## src/rtl/d5m_pattern_tx.sv

```systemverilog
`default_nettype none
// ============================================================================
// d5m_pattern_tx : synthetic D5M sensor with fval/lval timing and Bayer patterns
// Rev 1.0
// ============================================================================
module d5m_pattern_tx #(
  parameter int H_ACTIVE = 1280,
  parameter int V_ACTIVE = 960,
  parameter int H_BLANK  = 64,
  parameter int FV_SETUP = 8,
  parameter int FV_HOLD  = 8,
  parameter int V_BLANK  = 32
) (
  input  logic        clk,
  input  logic        rst_n,
  input  logic        en,
  input  logic [1:0]  pattern_sel,
  output logic        fval,
  output logic        lval,
  output logic [11:0] p_data,
  output logic        frame_done,
  output logic [15:0] frame_cnt
);

  localparam int PH_M1  = (H_BLANK > FV_SETUP) ? H_BLANK : FV_SETUP;
  localparam int PH_M2  = (FV_HOLD > V_BLANK) ? FV_HOLD : V_BLANK;
  localparam int PH_MAX = (PH_M1 > PH_M2) ? PH_M1 : PH_M2;
  localparam int PH_W   = (PH_MAX > 1) ? $clog2(PH_MAX) : 1;

  localparam logic [PH_W-1:0] C_SETUP_LAST = PH_W'(FV_SETUP - 1);
  localparam logic [PH_W-1:0] C_HB_LAST    = PH_W'(H_BLANK - 1);
  localparam logic [PH_W-1:0] C_HOLD_LAST  = PH_W'(FV_HOLD - 1);
  localparam logic [PH_W-1:0] C_VB_LAST    = PH_W'(V_BLANK - 1);
  localparam logic [11:0]     C_X_LAST     = 12'(H_ACTIVE - 1);
  localparam logic [10:0]     C_Y_LAST     = 11'(V_ACTIVE - 1);
  localparam logic [11:0]     C_BAR_LAST   = 12'(H_ACTIVE / 8 - 1);

  typedef enum logic [2:0] {
    S_IDLE   = 3'd0,
    S_SETUP  = 3'd1,
    S_LINE   = 3'd2,
    S_HBLANK = 3'd3,
    S_HOLD   = 3'd4,
    S_VBLANK = 3'd5
  } state_t;

  state_t           r_state, w_state;
  logic [11:0]      r_x, w_x;
  logic [10:0]      r_y, w_y;
  logic [PH_W-1:0]  r_phase, w_phase;
  logic [2:0]       r_bar, w_bar;
  logic [11:0]      r_bar_px, w_bar_px;
  logic [1:0]       r_sel, w_sel;
  logic             w_fval, w_lval, w_frame_done;
  logic [11:0]      w_p_data;
  logic [15:0]      w_frame_cnt;

  // Bar index is tracked by a per-bar pixel counter so no divider is needed.
  function automatic logic [11:0] pattern(input logic [1:0] sel, input logic [11:0] px,
                                          input logic [10:0] py, input logic [2:0] bar);
    logic [2:0] c;
    logic       site;
    c       = 3'd7 - bar;
    site    = 1'b0;
    pattern = 12'h000;
    case (sel)
      2'd0: pattern = px;
      2'd1: pattern = {1'b0, py};
      2'd2: begin
        if (py[0] == px[0]) site = c[1];
        else if (!py[0])    site = c[2];
        else                site = c[0];
        pattern = {12{site}};
      end
      default: pattern = (px[4] ^ py[4]) ? 12'hFFF : 12'h000;
    endcase
  endfunction

  always_comb begin
    w_state      = r_state;
    w_x          = r_x;
    w_y          = r_y;
    w_phase      = r_phase;
    w_bar        = r_bar;
    w_bar_px     = r_bar_px;
    w_sel        = r_sel;
    w_fval       = fval;
    w_lval       = 1'b0;
    w_p_data     = 12'h000;
    w_frame_done = 1'b0;
    w_frame_cnt  = frame_cnt;
    case (r_state)
      S_IDLE: begin
        w_fval = 1'b0;
        if (en) begin
          w_fval  = 1'b1;
          w_state = S_SETUP;
          w_phase = '0;
          w_sel   = pattern_sel;
          w_x     = 12'd0;
          w_y     = 11'd0;
        end
      end
      S_SETUP: begin
        if (r_phase == C_SETUP_LAST) begin
          w_state  = S_LINE;
          w_lval   = 1'b1;
          w_x      = 12'd0;
          w_bar    = 3'd0;
          w_bar_px = 12'd0;
          w_p_data = pattern(r_sel, 12'd0, r_y, 3'd0);
        end else begin
          w_phase = r_phase + 1'b1;
        end
      end
      S_LINE: begin
        if (r_x == C_X_LAST) begin
          w_phase = '0;
          w_state = (r_y == C_Y_LAST) ? S_HOLD : S_HBLANK;
        end else begin
          w_x    = r_x + 12'd1;
          w_lval = 1'b1;
          if (r_bar_px == C_BAR_LAST) begin
            w_bar_px = 12'd0;
            w_bar    = r_bar + 3'd1;
          end else begin
            w_bar_px = r_bar_px + 12'd1;
          end
          w_p_data = pattern(r_sel, w_x, r_y, w_bar);
        end
      end
      S_HBLANK: begin
        if (r_phase == C_HB_LAST) begin
          w_state  = S_LINE;
          w_y      = r_y + 11'd1;
          w_x      = 12'd0;
          w_bar    = 3'd0;
          w_bar_px = 12'd0;
          w_lval   = 1'b1;
          w_p_data = pattern(r_sel, 12'd0, w_y, 3'd0);
        end else begin
          w_phase = r_phase + 1'b1;
        end
      end
      S_HOLD: begin
        if (r_phase == C_HOLD_LAST) begin
          w_fval       = 1'b0;
          w_frame_done = 1'b1;
          w_frame_cnt  = frame_cnt + 16'd1;
          w_state      = S_VBLANK;
          w_phase      = '0;
        end else begin
          w_phase = r_phase + 1'b1;
        end
      end
      S_VBLANK: begin
        if (r_phase == C_VB_LAST) begin
          w_phase = '0;
          w_x     = 12'd0;
          w_y     = 11'd0;
          if (en) begin
            w_fval  = 1'b1;
            w_state = S_SETUP;
            w_sel   = pattern_sel;
          end else begin
            w_state = S_IDLE;
          end
        end else begin
          w_phase = r_phase + 1'b1;
        end
      end
      default: w_state = S_IDLE;
    endcase
  end

  always_ff @(posedge clk) begin
    if (!rst_n) begin
      r_state    <= S_IDLE;
      r_x        <= 12'd0;
      r_y        <= 11'd0;
      r_phase    <= '0;
      r_bar      <= 3'd0;
      r_bar_px   <= 12'd0;
      r_sel      <= 2'd0;
      fval       <= 1'b0;
      lval       <= 1'b0;
      p_data     <= 12'h000;
      frame_done <= 1'b0;
      frame_cnt  <= 16'd0;
    end else begin
      r_state    <= w_state;
      r_x        <= w_x;
      r_y        <= w_y;
      r_phase    <= w_phase;
      r_bar      <= w_bar;
      r_bar_px   <= w_bar_px;
      r_sel      <= w_sel;
      fval       <= w_fval;
      lval       <= w_lval;
      p_data     <= w_p_data;
      frame_done <= w_frame_done;
      frame_cnt  <= w_frame_cnt;
    end
  end

endmodule
`default_nettype wire

```

## config.mk

```make
export PLATFORM = sky130hd
export DESIGN_NAME = d5m_pattern_tx
export DESIGN_NICKNAME = d
export VERILOG_FILES = /design/src/rtl/d5m_pattern_tx.sv
export SDC_FILE = /design/constraint.sdc
export NUM_CORES = 1
export LEC_CHECK = 0
export CELL_PAD_IN_SITES_DETAIL_PLACEMENT = 0
export CELL_PAD_IN_SITES_GLOBAL_PLACEMENT = 2
export CORE_UTILIZATION = 41
export CTS_CLUSTER_SIZE = 14
export DETAILED_ROUTE_END_ITERATION = 8
export DONT_BUFFER_PORTS = 1
export PLACE_DENSITY_LB_ADDON = 0.1
export SETUP_SLACK_MARGIN = 0.2
export SKIP_LAST_GASP = 1
export SYNTH_ARGS = -nofsm -noshare
export SYNTH_HDL_FRONTEND = slang
export SYNTH_SLANG_ARGS = --single-unit
export TNS_END_PERCENT = 1
```

## constraint.sdc

```tcl
create_clock -name clk -period 3.65 [get_ports clk]
set_input_delay 0.73 -clock clk [delete_from_list [all_inputs] [get_ports clk]]
set_output_delay 0.73 -clock clk [all_outputs]
set_load 0.02 [all_outputs]
```

# Word level (Yosys, flattened, before mapping)
# Index checks and enable logic that the tools add are counted.
# Widths: inputs -> output; s select.
# word_totals
reg_bits	80
input_bits	5
out_inout_bits	31
wordCells	121
# classes
n_addsub	7
eq_ne	24
muxes	60
n_bitwise	1
reduce_logical	17
# op_table
operator	count
$pmux 12 s3	5
$mux 12	13
$pmux 12 s5	1
$mux 3	13
$mux 6	6
$pmux 6 s6	1
$mux 11	3
$pmux 11 s3	1
$add 12x1->12 const B	2
$ne 2x2->1 const B	10
$pmux 3 s6	1
$add 16x1->16 const B	1
$eq 12x11->1 const B	1
$eq 12x8->1 const B	1
$reduce_and 4->1	3
$reduce_and 6->1	2
$add 11x1->11 const B	1
$eq 11x10->1 const B	1
$mux 1	10
$pmux 3 s3	1
$reduce_bool 3->1	3
$add 6x1->6 const B	1
$eq 3x2->1 const B	2
$eq 3x3->1 const B	2
other kinds (20)	24

# Depth between registers and ports, before layout
# Gate-level depths: netlist (run 1).
# logic_depth
ltp_word	10
mapped_depth	10
depth_no_buf	7

# Worst setup path before layout (run 1)
# OpenSTA, ideal clock, no wires.
# synth_path
path_kind	register -> register
startpoint	register r_bar_px[0]
endpoint	register p_data[4]
setup_ns	0.070
arrival_ns	2.028
required_time_ns	3.580
path_slack_ns	1.552
path_stages_with_launch	11
n_path_buf	3
synth_period_minus_slack_ns	2.098
cell_sequence	dfxtp_1 -> ha_1 -> and4_1 -> buf_4 -> and3_1 -> buf_4 -> mux2i_1 -> o32ai_2 -> buf_4 -> o211ai_1 -> a21oi_1
# synth_via
elab_chain_len	10
# synth_rtl
element	line_no	source
from (decl)	52	logic [11:0] r_bar_px, w_bar_px;
from (signal assigned)	196	r_bar_px <= w_bar_px;
$eq 12x8->1 *	123	if (r_bar_px == C_BAR_LAST) begin
$mux 3 *	123	
$mux 3 *	117	if (r_x == C_X_LAST) begin
$mux 3 *	92	case (r_state)
$sub 3x3->3 *	63	c = 3'd7 - bar;
$mux 1	71	else if (!py[0]) site = c[2];
$mux 1 *	70	if (py[0] == px[0]) site = c[1];
$pmux 12 s3 *	66	case (sel)
$mux 12 *	117	
$pmux 12 s3 *	92	
to (signal assigned)	200	p_data <= w_p_data;
to (decl)	20	output logic [11:0] p_data,
# Mark *: on every way between the ends. The rest lies on a longest branch, timed or not. The select of a mux whose other input is x is not followed.
# A chain may end at the register's enable or synchronous reset.

# Final worst setup path (run 1)
# layout_path
startpoint	register r_bar_px[0]
endpoint	register p_data[10]
# The elaborated chain is that of the path after synthesis.

==> results of run 1 <==
==> sequential cells by signal, indices dropped and copies added (netlist names) <==
signal,count
fval,1
r_y,11
frame_cnt,16
frame_done,1
p_data,12
r_phase,6
r_sel,2
r_bar_px,12
r_bar,3
r_x,12
r_state,3
lval,1
==> cell usage after synthesis (all sizes together), types with 10 or more instances <==
cell | n | area, µm²
a211oi | 13 | 97.6
clkbuf | 31 | 118
nand4 | 17 | 113
and3 | 12 | 75.1
a21oi | 46 | 230
nand3 | 24 | 120
xor2 | 10 | 87.6
or3 | 11 | 68.8
buf | 14 | 77.6
dfxtp | 80 | 1600
o21ai | 47 | 239
a311oi | 10 | 87.6
a31oi | 16 | 100
nor2 | 64 | 243
nand2 | 55 | 206
nor3 | 20 | 105
xnor2 | 13 | 114
==> final timing paths <==
| check | from | endpoint | slack (ns) | cells past startpoint |
|---|---|---|---|---|
| worst max-delay path | r_bar_px[0]$_SDFFE_PN0P_ | p_data[10]$_SDFF_PN0_ | 0.88 | 7 |
| worst min-delay path | r_phase[1]$_SDFFE_PN0P_ | r_phase[1]$_SDFFE_PN0P_ | 0.49 | 2 |
| worst max register to register | r_bar_px[0]$_SDFFE_PN0P_ | p_data[10]$_SDFF_PN0_ | 0.88 | 7 |
| worst min register to register | r_phase[1]$_SDFFE_PN0P_ | r_phase[1]$_SDFFE_PN0P_ | 0.49 | 2 |
==> per-layer routing <==
| layer | up-vias | global-route usage (%) | wire length, µm |
|---|---|---|---|
| li1 | 2113 | - | - |
| met1 | 2014 | 30.0 | 6050 |
| met3 | 25 | 3.92 | 478 |
| met5 | - | 0 | 0 |
| met2 | 102 | 35.7 | 5770 |
| met4 | 0 | 10.6 | 358 |
==> power by group through the flow <==
| stage | clock (W) | combinational [W] | sequential (W) |
|---|---|---|---|
| global placement | 0 | 0.000140 | 0.000921 |
| floorplan | 0 | 0.000119 | 0.000905 |
| CTS | 0.000634 | 0.000141 | 0.000900 |
| global route | 0.000663 | 0.000155 | 0.000903 |
| detailed placement | 0 | 0.000140 | 0.000921 |
| finish | 0.000613 | 0.000141 | 0.000900 |
==> kinds of logic after synthesis <==
family | Yosys count | synth area share [%]
AO/OA/AOI/OAI | 168 | 23.0
XOR/XNOR | 23 | 4.37
adder cells (fa/ha/maj) | 6 | 1.63
buffers and inverters | 51 | 4.73
flip-flops | 80 | 34.8
multiplexers | 15 | 3.45
AND/OR/NAND/NOR | 248 | 28.1
==> area by class of cell <==
type,instances,share of cell area (%)
repair buffers,6,0.937
clock buffers,14,3.59
flip-flops and latches,80,33.3
inverters,6,0.469
well taps,140,3.65
multi-input cells,460,58.0
==> worst register-to-register path, stage by stage, from the launching register on <==
cell	delay, ns
dfxtp_1	0.39
ha_1	0.22
and4_1	0.38
and3_1	0.37
mux2i_1	0.15
o32ai_2	0.77
a21bo_1	0.29
a21oi_1	0.13
==> stage by stage <==
| step | area (µm²) | worst slack (ns) |
|---|---|---|
| 2_1_floorplan | 4610 | 1.55 |
| 6_report | 4800 | 0.877 |
| 4_1_cts | 4800 | 0.892 |
| 5_1_grt | 4800 | 0.670 |
| 3_5_place_dp | 4630 | 0.923 |
| 3_3_place_gp | 4630 | 0.985 |
==> results.sh, run 1 <==
export IMPL_p_sw_share_pct=26.3
export IMPL_crit_slowest_cell="o32ai_2"
export IMPL_pwr_share_seq_pct=54.4
export IMPL_place_gp_congestion=0.779
export IMPL_final_common_cell="dfxtp_1"
export IMPL_seq_area_mm2=0.00160
export IMPL_cts_buffers=9
export IMPL_tns_ns=0
export IMPL_slowest_delay_ns=0.77
export IMPL_slew_violations=0
export IMPL_die_h_um=108
export IMPL_place_inst=692
export IMPL_synthFlopType="dfxtp_1"
export IMPL_layout_common_cells="80 x dfxtp_1, 63 x nor2_1, 55 x nand2_1, 46 x a21oi_1, 37 x o21ai_0"
export IMPL_drtAntennaViolNets=0
export IMPL_clk_pin_slew_ns=0.08
export IMPL_insertion_delay_ns=0.37
export IMPL_postCtsSetupRepairBufs=0
export IMPL_antennaDiodeCount=0
export IMPL_cts_tree="yes"
export IMPL_switching_power_w=0.000435
export IMPL_worst_slew_pin_slew_ns=1.07
export IMPL_htree_levels=3
export IMPL_hold_class="reg -> reg"
export IMPL_worstPathRequired_ns=3.94
export IMPL_multi_input_area_mm2=0.00279
export IMPL_setup_violations=0
export IMPL_ys_types=68
export IMPL_fin_util_pct=44.1
export IMPL_p_int_w=0.00122
export IMPL_status="complete, no violations"
export IMPL_worstSetupEndpointType="flip-flop"
export IMPL_coreArea_mm2=0.0109
export IMPL_synth_cells=591
export IMPL_portBuffers=0
export IMPL_syn_area_mm2=0.00461
export IMPL_wl_per_cell_um=17.9
export IMPL_combPwrFrac_pct=8.5
export IMPL_rows=38
export IMPL_nFillCells=1116
export IMPL_nets=574
export IMPL_route_detailed_drc=0
export IMPL_slew_headroom_pct=28.9
export IMPL_path_delay_family="compound AO/OA/AOI/OAI gates"
export IMPL_synth_ff_latch_count=80
export IMPL_antenna_found_initial=0
export IMPL_dieArea_mm2=0.0117
export IMPL_crit_type="reg -> reg"
export IMPL_grt_pass1_vias=3942
export IMPL_ios=36
export IMPL_grt_pass1_wl_um=20400
export IMPL_yosys_warnings=0
export IMPL_min_period_ns=2.77
export IMPL_viasPerCell=6.03
export IMPL_cts_hold_fix_buffers=0
export IMPL_grt_setup_unrepaired="no"
export IMPL_hpwl_um=8620
export IMPL_start_util_pct=42.3
export IMPL_peakVddDrop_mv=0.199
export IMPL_grtUsageTotal_pct=22.6
export IMPL_seq_area_frac_synth_pct=34.8
export IMPL_root_buffer="clkbuf_8"
export IMPL_async_flop_share_pct=0
export IMPL_via_count=4254
export IMPL_drt_iter0_markers=232
export IMPL_final_layout_size_suffix_gt1_share_pct=6.71
export IMPL_first_pass_iters=5
export IMPL_maxCapViolCount=0
export IMPL_crit_fanout=12
export IMPL_cts_resized_gates=0
export IMPL_synth_edff_count=0
export IMPL_p_per_area_mw_per_mm2=344
export IMPL_avgSynthCellArea_um2=7.80
export IMPL_skew_ns=0.00819
export IMPL_arrival_ns=3.06
export IMPL_fmax_ghz=0.361
export IMPL_grt_max_degree=55
export IMPL_syn_num_nets=602
export IMPL_crit_buf_inv=0
export IMPL_die_width_um=108
export IMPL_syn_to_final_growth_pct=4.29
export IMPL_clock_sinks=80
export IMPL_drt_wl_total_um=12700
export IMPL_leakage_nw=1.55
export IMPL_timing_final_crit_share_pct=76.0
export IMPL_crit_path_start_kind="flip-flop"
export IMPL_gr_total_overflow=0
export IMPL_finalHoldViolations=0
export IMPL_fin_hold_ws_ns=0.489
export IMPL_total_power_w=0.00165
export IMPL_clock_power_share_pct=37.1
export IMPL_instances_no_fill=706
export IMPL_clock_path_buffers=2
export IMPL_worstPathCellList="ha_1 > and4_1 > and3_1 > mux2i_1 > o32ai_2 > a21bo_1 > a21oi_1"
(Power assumes the default switching activity.)
==> inputs of run 2 (changes only) <==
--- a/config.mk
+++ b/config.mk
@@ -7,7 +7,7 @@
 export LEC_CHECK = 0
 export CELL_PAD_IN_SITES_DETAIL_PLACEMENT = 0
 export CELL_PAD_IN_SITES_GLOBAL_PLACEMENT = 2
-export CORE_UTILIZATION = 41
+export CORE_UTILIZATION = 38
 export CTS_CLUSTER_SIZE = 14
 export DETAILED_ROUTE_END_ITERATION = 8
 export DONT_BUFFER_PORTS = 1
==> constraint.sdc (replaced) <==
create_clock -name clk -period 2.9 [get_ports clk]
set_input_delay 0.58 -clock clk [delete_from_list [all_inputs] [get_ports clk]]
set_output_delay 0.58 -clock clk [all_outputs]
set_load 0.02 [all_outputs]
==> run 2 against run 1 <==
Compared with the run above: the flow now finishes with violations (design-rule violations); sequential cell count did not move; cell area rose by 4.8%; setup slack got worse by 0.42 ns; global-route usage down 1.1 points; cell count rose by 3.0%; wire length grew 3.7%; critical path type unchanged; highest routed layer unchanged.
==> results.sh, run 2 (same netlist as run 1, synthesis figures left out) <==
export IMPL_status="finished, violations left"
export IMPL_violations="design-rule violations"
export IMPL_postCtsSetupRepairBufs=0
export IMPL_place_gp_congestion=0.782
export IMPL_slew_headroom_pct=36.7
export IMPL_worstSetupEndpointType="flip-flop"
export IMPL_hpwl_um=9190
export IMPL_htree_levels=3
export IMPL_antennaDiodeCount=0
export IMPL_fmax_ghz=0.409
export IMPL_ios=36
export IMPL_cts_tree="yes"
export IMPL_clk_pin_slew_ns=0.06
export IMPL_antenna_found_initial=0
export IMPL_leakage_nw=1.68
export IMPL_grt_pass1_wl_um=21400
export IMPL_syn_to_final_growth_pct=9.34
export IMPL_die_width_um=112
export IMPL_skew_ns=0.00678
export IMPL_min_period_ns=2.44
export IMPL_nets=591
export IMPL_peakVddDrop_mv=0.216
export IMPL_arrival_ns=2.71
export IMPL_coreArea_mm2=0.0116
export IMPL_wl_per_cell_um=18.0
export IMPL_p_per_area_mw_per_mm2=477
export IMPL_drt_wl_total_um=13100
export IMPL_viasPerCell=5.96
export IMPL_portBuffers=0
export IMPL_drt_iter0_markers=237
export IMPL_rows=39
export IMPL_clock_path_buffers=2
export IMPL_die_h_um=112
export IMPL_hold_class="in -> reg"
export IMPL_worst_slew_pin_slew_ns=0.943
export IMPL_grtUsageTotal_pct=21.5
export IMPL_cts_buffers=9
export IMPL_maxCapViolCount=0
export IMPL_via_count=4336
export IMPL_cts_resized_gates=0
export IMPL_finalHoldViolations=0
export IMPL_setup_violations=0
export IMPL_largest_reg_flops=16
export IMPL_crit_type="reg -> reg"
export IMPL_cts_hold_fix_buffers=0
export IMPL_total_power_w=0.00240
export IMPL_grt_pass1_vias=4117
export IMPL_gr_total_overflow=0
export IMPL_drtAntennaViolNets=0
export IMPL_insertion_delay_ns=0.34
export IMPL_root_buffer="clkbuf_16"
export IMPL_slew_violations=0
export IMPL_crit_path_start_kind="flip-flop"
export IMPL_layout_common_cells="80 x dfxtp_1, 63 x nor2_1, 55 x nand2_1, 46 x a21oi_1, 37 x o21ai_0"
export IMPL_final_common_cell="dfxtp_1"
export IMPL_final_layout_size_suffix_gt1_share_pct=9.76
export IMPL_regMostFlops="frame_cnt"
export IMPL_dieArea_mm2=0.0126
export IMPL_start_util_pct=39.7
export IMPL_timing_final_crit_share_pct=84.2
export IMPL_grt_max_degree=39
export IMPL_tns_ns=0
export IMPL_clock_sinks=80
export IMPL_grt_setup_unrepaired="no"
export IMPL_route_detailed_drc=2
export IMPL_worstPathRequired_ns=3.17
export IMPL_first_pass_iters=7
export IMPL_crit_fanout=16
-- run 2: cell types whose count changed in the layout (fill, tap and decap cells not counted), sizes merged --
cell / change
clkbuf: -2
clkinvlp: +1
buf: +17
clkinv: +2
-- run 2: final cells by class --
type | instances | area (µm²)
inverter | 6 | 22.5
sequential | 80 | 1600
clock buffer | 12 | 256
timing repair buffer | 23 | 173
tap | 143 | 179
multi-input combinational | 460 | 2790
fill | 1201 | 6580
clock inverter | 3 | 17.5
-- run 2: per-stage QoR --
| stage | setup slack (ns) | cells | cell area (µm²) | hold WS (ns) | utilization [%] |
|---|---|---|---|---|---|
| floorplan | 0.802 | 591 | 4610 | 0.445 | - |
| global placement | 0.557 | 712 | 4760 | 0.467 | 41.0 |
| detailed placement | 0.484 | 712 | 4760 | 0.474 | 41.0 |
| CTS | 0.477 | 727 | 5040 | 0.348 | 43.4 |
| global route | 0.249 | 727 | 5040 | 0.367 | 43.4 |
| finish | 0.458 | 727 | 5040 | 0.373 | 43.4 |
-- run 2: critical path, stage by stage (launching register included) --
cell      delay [ns]
dfxtp_1         0.38
ha_1            0.30
nand4_2         0.26
nor4_4          0.30
nand2_1         0.36
o21ai_0         0.47
a211oi_1        0.13
a21oi_1         0.16
-- run 2: layer usage --
metal	track usage, %	up-vias	routed length (µm)
met3	4.16	21	562
met5	0	-	0
met4	9.16	0	286
li1	-	2152	-
met1	28.4	2073	6290
met2	34.2	90	5980
-- run 2: worst paths after layout --
path / cells past startpoint / end / slack, ns / start
setup / recovery: 7 / p_data[7]$_SDFF_PN0_ / 0.46 / r_phase[0]$_SDFFE_PN0P_
hold / removal: 1 / frame_done$_SDFF_PN0_ / 0.37 / rst_n
setup reg to reg: 7 / p_data[7]$_SDFF_PN0_ / 0.46 / r_phase[0]$_SDFFE_PN0P_
hold reg to reg: 1 / r_bar_px[4]$_SDFFE_PN0P_ / 0.49 / r_bar_px[4]$_SDFFE_PN0P_
-- run 2: where the power goes --
group / leakage (nW) / switching [W] / total, W / internal (W)
clock network: 0.134 / 0.000453 / 0.00107 / 0.000619
registers: 0.645 / 0.0000149 / 0.00112 / 0.00111
logic: 0.901 / 0.000141 / 0.000208 / 0.0000679
total: 1.68 / 0.000608 / 0.00240 / 0.00180
==> inputs of run 3 (changes only) <==
--- a/config.mk
+++ b/config.mk
@@ -7,7 +7,7 @@
 export LEC_CHECK = 0
 export CELL_PAD_IN_SITES_DETAIL_PLACEMENT = 0
 export CELL_PAD_IN_SITES_GLOBAL_PLACEMENT = 2
-export CORE_UTILIZATION = 38
+export CORE_UTILIZATION = 34
 export CTS_CLUSTER_SIZE = 14
 export DETAILED_ROUTE_END_ITERATION = 8
 export DONT_BUFFER_PORTS = 1
==> constraint.sdc (replaced) <==
create_clock -name clk -period 2.2 [get_ports clk]
set_input_delay 0.44 -clock clk [delete_from_list [all_inputs] [get_ports clk]]
set_output_delay 0.44 -clock clk [all_outputs]
set_load 0.02 [all_outputs]
==> run 3 against run 2 <==
Compared with the run above: the flow now finishes without violations; sequential power rose by 31%; cell area rose by 16%; clock power rose by 46%; global-route usage fell by 0.97 points; clock-buffer cell count fell by 2; hold slack got worse by 0.15 ns; cell count rose by 13%; sequential cell count did not move; utilization rose by 0.72 points; register-to-register slack got worse by 0.28 ns; critical endpoint is now p_data[10]$_SDFF_PN0_; largest power group is now the clock network.
==> results.sh, run 3 (same netlist as run 1, synthesis figures left out) <==
export IMPL_status="complete, no violations"
export IMPL_slew_headroom_pct=52.9
export IMPL_syn_to_final_growth_pct=26.8
export IMPL_peakVddDrop_mv=0.328
export IMPL_drtAntennaViolNets=0
export IMPL_slowest_delay_ns=0.42
export IMPL_crit_fanout=5
export IMPL_whs_path_depth=1
export IMPL_finalHoldViolations=0
export IMPL_worstSetupEndpointType="flip-flop"
export IMPL_final_layout_size_suffix_gt1_share_pct=25.5
export IMPL_reg2reg_depth=7
export IMPL_reg2reg_to="p_data[10]$_SDFF_PN0_"
export IMPL_hold_start="rst_n"
export IMPL_start_util_pct=34.8
export IMPL_drt_iter0_markers=322
export IMPL_final_common_cell="buf_4"
export IMPL_cts_tree="yes"
export IMPL_via_count=4623
export IMPL_worstReg2RegStart="r_state[1]$_SDFFE_PN0P_"
export IMPL_grtUsageTotal_pct=20.5
export IMPL_viasPerCell=5.62
export IMPL_place_gp_congestion=0.850
export IMPL_ios=36
export IMPL_insertion_delay_ns=0.35
export IMPL_min_period_ns=2.02
export IMPL_first_pass_iters=5
export IMPL_grt_max_degree=30
export IMPL_arrival_ns=2.30
export IMPL_hpwl_um=9840
export IMPL_path_delay_family="compound AO/OA/AOI/OAI gates"
export IMPL_cp_startpoint="r_state[1]$_SDFFE_PN0P_"
export IMPL_coreArea_mm2=0.0132
export IMPL_layout_common_cells="74 x buf_4, 69 x dfxtp_1, 62 x nor2_1, 54 x nand2_1, 44 x a21oi_1"
export IMPL_fin_util_pct=44.1
export IMPL_gr_total_overflow=0
export IMPL_antennaDiodeCount=0
export IMPL_skew_ns=0.00758
export IMPL_rrSetupSlack_ns=0.18
export IMPL_p_per_area_mw_per_mm2=579
export IMPL_hold_class="in -> reg"
export IMPL_die_width_um=118
export IMPL_nets=652
export IMPL_nFillCells=1392
export IMPL_worstPathCellList="or3b_4 > a31oi_4 > o211ai_1 > o32ai_4 > buf_6 > a21bo_1 > a21oi_2"
export IMPL_maxCapViolCount=0
export IMPL_htree_levels=3
export IMPL_crit_slowest_cell="or3b_4"
export IMPL_fmax_ghz=0.495
export IMPL_clock_sinks=80
export IMPL_slew_violations=0
export IMPL_grt_pass1_vias=4294
export IMPL_die_h_um=118
export IMPL_total_power_w=0.00338
export IMPL_portBuffers=0
export IMPL_drt_wl_total_um=14100
export IMPL_timing_final_crit_share_pct=91.9
export IMPL_grt_setup_unrepaired="yes"
export IMPL_root_buffer="clkbuf_16"
export IMPL_clk_pin_slew_ns=0.06
export IMPL_rows=42
export IMPL_regMostFlops="frame_cnt"
export IMPL_grt_pass1_wl_um=22700
export IMPL_crit_buf_inv=1
export IMPL_setup_violations=0
export IMPL_leakage_nw=2.03
export IMPL_crit_type="reg -> reg"
export IMPL_tns_ns=0
export IMPL_dieArea_mm2=0.0140
export IMPL_clock_path_buffers=2
export IMPL_worst_slew_pin_slew_ns=0.706
export IMPL_largest_reg_flops=16
export IMPL_cts_buffers=9
export IMPL_whs_endpoint="r_x[9]$_SDFFE_PN0P_"
export IMPL_route_detailed_drc=0
export IMPL_antenna_found_initial=0
export IMPL_crit_path_start_kind="flip-flop"
export IMPL_worstPathRequired_ns=2.47
export IMPL_wl_per_cell_um=17.2
-- run 3: through the flow --
step | cells | hold WS (ns) | area (µm²) | worst slack (ns)
after floorplan | 591 | 0.445 | 4620 | 0.214
after global placement | 790 | 0.473 | 5160 | 0.0260
after detailed placement | 790 | 0.482 | 5160 | 0.0413
after CTS | 806 | 0.208 | 5480 | 0.0425
after global routing | 822 | 0.210 | 5840 | 0.0884
final | 822 | 0.228 | 5840 | 0.179
-- run 3: power by group --
group          internal (W)  switching (W)  total [W]
combinational      0.000139       0.000218   0.000357
clock              0.000914       0.000643    0.00156
sequential          0.00146      0.0000133    0.00147
-- run 3: area by class of cell --
type	instances	area, µm²	area share [%]
clock buffer	10	239	4.09
clock inverter	6	67.6	1.16
inverter	6	26.3	0.450
multi-input combinational	460	2980	51.0
sequential	80	1620	27.8
tap	176	220	3.77
timing repair buffer	84	686	11.7
-- run 3: routing by layer --
layer,track usage [%],part of all wire [%]
met3,4.10,4.5
met4,6.57,1.3
met1,27.3,47
met2,33.2,47
met5,0,0
-- run 3: worst max-delay path by stage --
stage,to,cells past startpoint
after floorplan,p_data[4]$_SDFF_PN0_,10
after global placement,p_data[4]$_SDFF_PN0_,7
after detailed placement,p_data[3]$_SDFF_PN0_,8
after CTS,frame_cnt[15]$_SDFFE_PN0P_,7
after global routing,r_phase[4]$_SDFFE_PN0P_,9
final,p_data[10]$_SDFF_PN0_,7
-- run 3: what timing repair did --
action | CTS | global route
hold buffers | 0 | 0
setup endpoints to repair | 43 | 56
buffers inserted | 0 | 15
resized for setup | 2 | 64
pin swaps | 1 | 16
cloned | 0 | 1
